`src/rtl/graycode_pkg.sv`:
```
// graycode_pkg
//   Shared definitions for gray-coded ramp readout and for any block that
//   consumes the upstream gray counter.
//   - state_e  : readout controller states (IDLE, CONVERT, READOUT)
//   - bin2gray : binary -> reflected gray, up to 32 bits
//   - gray2bin : reflected gray -> binary, up to 32 bits
//   Narrower values can be zero-extended into these functions; leading zero
//   gray bits decode to leading zero binary bits, so results stay correct.
package graycode_pkg;

  localparam int GRAY_FN_WIDTH = 32;

  typedef enum logic [1:0] {
    ST_IDLE    = 2'd0,
    ST_CONVERT = 2'd1,
    ST_READOUT = 2'd2
  } state_e;

  // Each gray bit is the XOR of the matching binary bit and the one above it.
  function automatic logic [GRAY_FN_WIDTH-1:0] bin2gray(input logic [GRAY_FN_WIDTH-1:0] bin);
    return bin ^ (bin >> 1);
  endfunction

  // Decode from the MSB downwards: each binary bit folds in the next gray bit.
  function automatic logic [GRAY_FN_WIDTH-1:0] gray2bin(input logic [GRAY_FN_WIDTH-1:0] gray);
    logic [GRAY_FN_WIDTH-1:0] bin;
    bin = '0;
    bin[GRAY_FN_WIDTH-1] = gray[GRAY_FN_WIDTH-1];
    for (int k = GRAY_FN_WIDTH - 2; k >= 0; k--) begin
      bin[k] = bin[k+1] ^ gray[k];
    end
    return bin;
  endfunction

endpackage

```
`src/rtl/gray2bin.sv`:
```
// gray2bin
//   Purely combinational gray-to-binary decoder used on the readout data path.
//   Ports:
//     i_gray [WIDTH-1:0] : reflected gray code in
//     o_bin  [WIDTH-1:0] : binary value out
module gray2bin #(
  parameter int WIDTH = 8
) (
  input  logic [WIDTH-1:0] i_gray,
  output logic [WIDTH-1:0] o_bin
);

  // Binary bit k is the XOR of gray bits k..WIDTH-1, which is the unrolled
  // form of b[k] = b[k+1] ^ g[k]. Written as a reduction per bit so no bit of
  // o_bin depends on another bit of o_bin inside the block.
  always_comb begin
    o_bin = '0;
    for (int k = 0; k < WIDTH; k++) begin
      o_bin[k] = ^(i_gray >> k);
    end
  end

endmodule

```
`src/rtl/gray_readout.sv`:
```
// gray_readout
//   Single-slope ADC style readout. During CONVERT a shared gray-coded ramp
//   count is captured per pixel on the first cycle that pixel's comparator
//   trips. Pixels that never trip read out as full scale. During READOUT the
//   captured codes are decoded to binary and streamed out one pixel per
//   valid/ready handshake, followed by a one-cycle done pulse.
//   Ports:
//     clk      : clock, all state on rising edge
//     reset    : synchronous, active-low reset
//     start    : begin a conversion (only acted on in IDLE)
//     gray_in  : gray-coded ramp count from the upstream gray counter
//     cmp      : per-pixel comparator outputs, 1 = tripped
//     ready    : downstream sink accepts the current word
//     data     : decoded binary value of pixel pix_idx (registered)
//     pix_idx  : index of the pixel currently on data (registered)
//     valid    : data/pix_idx hold a word (registered)
//     busy     : high while converting or reading out (registered)
//     done     : one-cycle pulse after the last word is accepted (registered)
module gray_readout
  import graycode_pkg::*;
#(
  parameter int WIDTH       = 8,
  parameter int NPIX        = 4,
  parameter int CONV_CYCLES = 2**WIDTH
) (
  input  logic                    clk,
  input  logic                    reset,
  input  logic                    start,
  input  logic [WIDTH-1:0]        gray_in,
  input  logic [NPIX-1:0]         cmp,
  input  logic                    ready,
  output logic [WIDTH-1:0]        data,
  output logic [$clog2(NPIX)-1:0] pix_idx,
  output logic                    valid,
  output logic                    busy,
  output logic                    done
);

  localparam int IDX_W = $clog2(NPIX);
  localparam int CNT_W = (CONV_CYCLES > 1) ? $clog2(CONV_CYCLES) : 1;
  localparam logic [CNT_W-1:0] LAST_CNT = CNT_W'(CONV_CYCLES - 1);
  localparam logic [IDX_W-1:0] LAST_IDX = IDX_W'(NPIX - 1);
  // Gray code of the all-ones binary value: MSB set, every other bit clear.
  localparam logic [WIDTH-1:0] FULL_SCALE_GRAY = {1'b1, {(WIDTH-1){1'b0}}};

  state_e                       r_state;
  state_e                       w_stateNext;
  logic [NPIX-1:0]              r_tripped;
  logic [NPIX-1:0]              w_trippedNext;
  logic [NPIX-1:0]              w_tripNow;
  logic [NPIX-1:0]              w_trippedCapt;
  logic [NPIX-1:0][WIDTH-1:0]   r_mem;
  logic [NPIX-1:0][WIDTH-1:0]   w_memNext;
  logic [NPIX-1:0][WIDTH-1:0]   w_memCapt;
  logic [NPIX-1:0][WIDTH-1:0]   w_memExit;
  logic [CNT_W-1:0]             r_cnt;
  logic [CNT_W-1:0]             w_cntNext;
  logic [IDX_W-1:0]             r_pixIdx;
  logic [IDX_W-1:0]             w_pixIdxNext;
  logic [IDX_W-1:0]             w_nextIdx;
  logic [WIDTH-1:0]             r_data;
  logic [WIDTH-1:0]             w_dataNext;
  logic [WIDTH-1:0]             w_decIn;
  logic [WIDTH-1:0]             w_decBin;
  logic                         r_valid;
  logic                         w_validNext;
  logic                         r_busy;
  logic                         w_busyNext;
  logic                         r_done;
  logic                         w_doneNext;
  logic                         w_convExit;
  logic                         w_xfer;
  logic                         w_lastXfer;

  // Capture path. A pixel captures only on its first trip inside CONVERT;
  // once its flag is set the comparator is masked off, so glitches and
  // deassertion cannot overwrite the stored code. All pixels tripping in the
  // same cycle see the same gray_in. w_memExit is what the memory should hold
  // if this is the last CONVERT cycle: captures from this very edge are kept,
  // and anything still untripped is pinned to full scale.
  always_comb begin
    w_tripNow     = '0;
    w_trippedCapt = '0;
    w_memCapt     = '0;
    w_memExit     = '0;
    if (r_state == ST_CONVERT) begin
      w_tripNow = cmp & ~r_tripped;
    end
    w_trippedCapt = r_tripped | w_tripNow;
    for (int i = 0; i < NPIX; i++) begin
      w_memCapt[i] = w_tripNow[i] ? gray_in : r_mem[i];
      w_memExit[i] = w_trippedCapt[i] ? w_memCapt[i] : FULL_SCALE_GRAY;
    end
  end

  // The window closes as soon as every pixel is (or is becoming) tripped, so
  // a simultaneous trip of the last pixels moves straight to READOUT at that
  // edge; otherwise it closes on the final counted cycle.
  assign w_convExit = (r_state == ST_CONVERT) &&
                      ((&w_trippedCapt) || (r_cnt == LAST_CNT));
  assign w_xfer     = (r_state == ST_READOUT) && r_valid && ready;
  assign w_lastXfer = w_xfer && (r_pixIdx == LAST_IDX);
  // Wrap explicitly so the memory is never indexed past NPIX-1 when NPIX is
  // not a power of two.
  assign w_nextIdx  = (r_pixIdx == LAST_IDX) ? '0 : r_pixIdx + 1'b1;

  // One shared decoder. On the CONVERT exit edge it decodes pixel 0 straight
  // from the memory image being written, so the first word is ready in the
  // first READOUT cycle; during READOUT it looks one pixel ahead so the next
  // word is loaded on the transfer edge without a bubble.
  assign w_decIn = w_convExit ? w_memExit[0] : r_mem[w_nextIdx];

  gray2bin #(
    .WIDTH (WIDTH)
  ) u_gray2bin (
    .i_gray (w_decIn),
    .o_bin  (w_decBin)
  );

  // Next-state and next-output logic. Everything holds by default and only
  // the state-specific branches change it; done defaults low so it can only
  // ever be a single-cycle pulse.
  always_comb begin
    w_stateNext   = r_state;
    w_trippedNext = r_tripped;
    w_memNext     = r_mem;
    w_cntNext     = r_cnt;
    w_pixIdxNext  = r_pixIdx;
    w_dataNext    = r_data;
    w_validNext   = r_valid;
    w_doneNext    = 1'b0;
    case (r_state)
      ST_IDLE: begin
        if (start) begin
          w_stateNext   = ST_CONVERT;
          w_trippedNext = '0;
          w_cntNext     = '0;
        end
      end
      ST_CONVERT: begin
        w_cntNext     = r_cnt + 1'b1;
        w_trippedNext = w_trippedCapt;
        w_memNext     = w_memCapt;
        if (w_convExit) begin
          w_stateNext  = ST_READOUT;
          w_memNext    = w_memExit;
          w_pixIdxNext = '0;
          w_dataNext   = w_decBin;
          w_validNext  = 1'b1;
        end
      end
      ST_READOUT: begin
        if (w_lastXfer) begin
          w_stateNext = ST_IDLE;
          w_validNext = 1'b0;
          w_doneNext  = 1'b1;
        end else if (w_xfer) begin
          w_pixIdxNext = w_nextIdx;
          w_dataNext   = w_decBin;
        end
      end
      default: begin
        w_stateNext = ST_IDLE;
        w_validNext = 1'b0;
      end
    endcase
    w_busyNext = (w_stateNext != ST_IDLE);
  end

  // State and output registers. Reset wipes everything including the pixel
  // memory, which also aborts a conversion/readout without a done pulse.
  always_ff @(posedge clk) begin
    if (!reset) begin
      r_state   <= ST_IDLE;
      r_tripped <= '0;
      r_mem     <= '0;
      r_cnt     <= '0;
      r_pixIdx  <= '0;
      r_data    <= '0;
      r_valid   <= 1'b0;
      r_busy    <= 1'b0;
      r_done    <= 1'b0;
    end else begin
      r_state   <= w_stateNext;
      r_tripped <= w_trippedNext;
      r_mem     <= w_memNext;
      r_cnt     <= w_cntNext;
      r_pixIdx  <= w_pixIdxNext;
      r_data    <= w_dataNext;
      r_valid   <= w_validNext;
      r_busy    <= w_busyNext;
      r_done    <= w_doneNext;
    end
  end

  assign data    = r_data;
  assign pix_idx = r_pixIdx;
  assign valid   = r_valid;
  assign busy    = r_busy;
  assign done    = r_done;

endmodule

```
`config.mk`:
```
export PLATFORM = sky130hd
export DESIGN_NAME = gray_readout
export DESIGN_NICKNAME = d
export VERILOG_FILES = /design/src/rtl/graycode_pkg.sv /design/src/rtl/gray2bin.sv /design/src/rtl/gray_readout.sv
export SDC_FILE = /design/constraint.sdc
export NUM_CORES = 1
export LEC_CHECK = 0
export ABC_AREA = 1
export CORE_AREA = 2 2 76 78
export CTS_BUF_LIST = sky130_fd_sc_hd__clkbuf_8
export DETAILED_ROUTE_END_ITERATION = 10
export DIE_AREA = 0 0 78 80
export HOLD_SLACK_MARGIN = 0.03
export PLACE_DENSITY = 0.85
export SETUP_SLACK_MARGIN = 0.05
export SLEW_MARGIN = 0
export SYNTH_ARGS = -nofsm -noshare
export SYNTH_HDL_FRONTEND = slang
export SYNTH_SLANG_ARGS = --single-unit
export TNS_END_PERCENT = 50
```
`constraint.sdc`:
```
create_clock -name clk -period 3.2 [get_ports clk]
set_input_delay 0.64 -clock clk [delete_from_list [all_inputs] [get_ports clk]]
set_output_delay 0.64 -clock clk [all_outputs]
set_load 0.02 [all_outputs]
```
==> run_results.csv <==
group,metric,value,unit
clocking,numCtsBuffers,9,
setup_path,path_cells,"clkdlybuf4s50_1, inv_1, nor2_2, nand2_2, nand2_4, nand2_1, o21ai_4, buf_4, or2_2, nand2_1, clkinv_1, o21ai_0, a21oi_1",
sta,hold_viol_final,0,
yosys,synth_edf_count,0,
setup_path,required,3.41,ns
sta,clock-skew-final,0.0144,ns
route,drt_iter0_drc,284,
setup_path,cp_common_cell,"nand2_1",
placement,routabilityCongestion,0.865,
clocking,cts_tree,"done",
hold_path,min_path_type,"reg -> reg",
final_layout,drive_gt1_share,7.42,%
sta,tightest_slew,0.490,ns
sta,rsz0062_at_grt,"no",
sta,finalCriticalPeriod,2.80,ns
clocking,cts.sinks,59,
grt,grt_max_degree,38,
setup_path,critical_path_arrival,3.01,ns
floorplan,core,5410,um^2
setup_path,max_stage_delay,0.39,ns
route,first_pass_iters,6,
clocking,path_clk_slew,0.08,ns
final_layout,area_growth,17.5,%
placement,dpl.hpwl,5740,um
yosys,synth_top_cell_by_area,"dfxtp_1",
yosys,netlist_top_cells_count,"nand2_1 (170), dfxtp_1 (59), nor2_1 (57), inv_1 (55), a21oi_1 (40)",
final_layout,diodes,0,
power,power,0.00178,W
final_layout,nFillCells,451,
yosys,synth_ff_type,"dfxtp_1",
route,drc,0,
yosys,ys_warn_count,0,
setup_path,endpoint_kind,"register",
route,antenna_violating_nets_post_route,0,
setup_path,startpoint_type,"input pin",
floorplan,start_util,59.0,%
yosys,synth_top_area_share,37.0,%
clocking,clockBufferDepth,2,
clocking,post-cts-setup-buffer-count,0,
clocking,holdBufCountCts,0,
grt,grt_pass1_wl,13100,um
yosys,syn-cell-area,3190,um^2
yosys,ys_async_sr_fraction,0,%
yosys,synth_cell_type_count,32,
yosys,synth-seq-cells,59,
floorplan,die_y,80,um
floorplan,io_pins,29,
sta,finalSetupViolations,0,
clocking,root_buffer,"clkbuf_8",
route,met2_length,3710,um
route,drt-met1-wl,3360,um
floorplan,die_x,78,um
floorplan,rows,27,
setup_path,crit_slowest_cell,"clkdlybuf4s50_1",
setup_path,crit_fanout,18,
yosys,synthCells,503,
route,vias,3274,
clocking,clk-insertion-delay-late,0.35,ns
yosys,yosysMostFrequentCell,"nand2_1",
grt,grt_overflow,0,
sta,fmax,357,MHz
outcome,status,"finished clean",
route,vias_per_cell,5.36,
route,wl_per_cell,12.6,um
yosys,ys_seq_area_share,37.0,%
sta,slew_headroom,67.3,%
yosys,netlist_top_cells_area,"dfxtp_1 (37%), nand2_1 (20%), nor2_1 (6.7%)",
route,wl_met3,383,um
floorplan,dieArea,6240,um^2
flow_run,max_cap_violations,0,
clocking,h-tree-depth,3,
sta,maxSlewViolCount,0,
sta,period_share,87.6,%
yosys,syn-num-nets,521,
setup_path,critPathKind,"in -> reg",
sta,fin_setup_tns,0,ns
yosys,synth.avg_cell_area,6.34,um^2
route,finalWirelength,7680,um
grt,gr-usage-all-layers,26.6,%
power,p_per_area,474,nW/um^2
route,highest_layer,"met4",
grt,first_global_vias,3104,
final_layout,finalNetCount,552,
grt,antenna_found_initial,0,
power,peakVddDrop,0.000332,V
placement,io_buffer_count,28,
clocking,cts_resized,0,
power,leakage,1.71,nW
## worst max-delay path: cells and delay by family
kind | cells | cell delay (ns)
compound gates | 3 | 0.45
buf+inv | 4 | 1.01
simple gates | 6 | 0.88
## layout make-up
type | instances | area, um^2 | area share (%)
tap | 72 | 90.1 | 2.40
clock inverter | 7 | 76.3 | 2.04
sequential | 59 | 1180 | 31.5
multi-input combinational | 369 | 1710 | 45.6
inverter | 58 | 218 | 5.81
clock buffer | 9 | 124 | 3.31
timing repair buffer | 37 | 348 | 9.29
## routing by layer
metal | vias up | track usage [%]
met5 | - | 0
met2 | 116 | 45.2
met3 | 24 | 5.77
met1 | 1459 | 31.1
met4 | 0 | 14.7
li1 | 1675 | -
## through the flow
step	area, um^2	hold WS, ns	util [%]	std cells	setup slack (ns)
detailed placement	3550	0.454	65.6	595	0.0678
global placement	3550	0.449	65.6	595	0.142
floorplan	3190	0.437	-	503	0.941
global route	3750	0.487	69.3	611	0.123
CTS	3750	0.468	69.3	611	0.417
finish	3750	0.465	69.3	611	0.398
## cell usage in the layout, fill, tap and decap left out, drive strengths merged, types with 2 or more instances in the layout
master,n
a211oi,14
nor2,60
o211ai,9
or2,2
nand3,25
clkdlybuf4s50,28
inv,59
nand3b,5
clkinv,4
dfxtp,59
o21ai,16
nand2,178
a221oi,2
nor3,10
ha,2
o22ai,2
clkbuf,9
a21oi,40
buf,9
## power by group
part / switching, W / internal (W)
clock network: 0.000321 / 0.000364
registers: 0.0000187 / 0.000773
logic: 0.000188 / 0.000112
total: 0.000527 / 0.00125
## registers in the layout (all words and copies together), names as in the netlist
register   count
data           8
r_mem         32
valid          1
r_state        2
pix_idx        2
r_tripped      4
done           1
r_cnt          8
busy           1
## kinds of logic after synthesis
| logic type | count (synthesis) | share of synthesized area [%] |
|---|---|---|
| flip-flops | 59 | 37.0 |
| buffers and inverters | 75 | 9.34 |
| AO/OA/AOI/OAI | 85 | 16.1 |
| AND/OR/NAND/NOR | 282 | 36.7 |
| adder cells (fa/ha/maj) | 2 | 0.785 |
## path summary, 6_finish.rpt
| path | from | endpoint | slack (ns) | cells past startpoint |
|---|---|---|---|---|
| hold reg to reg | r_mem[16] | r_mem[16] | 0.47 | 2 |
| setup / recovery | cmp[0] | data[7] | 0.40 | 13 |
| setup reg to reg | r_cnt[0] | data[4] | 0.56 | 18 |
| hold / removal | r_mem[16] | r_mem[16] | 0.47 | 2 |
(Power assumes the default switching activity.)
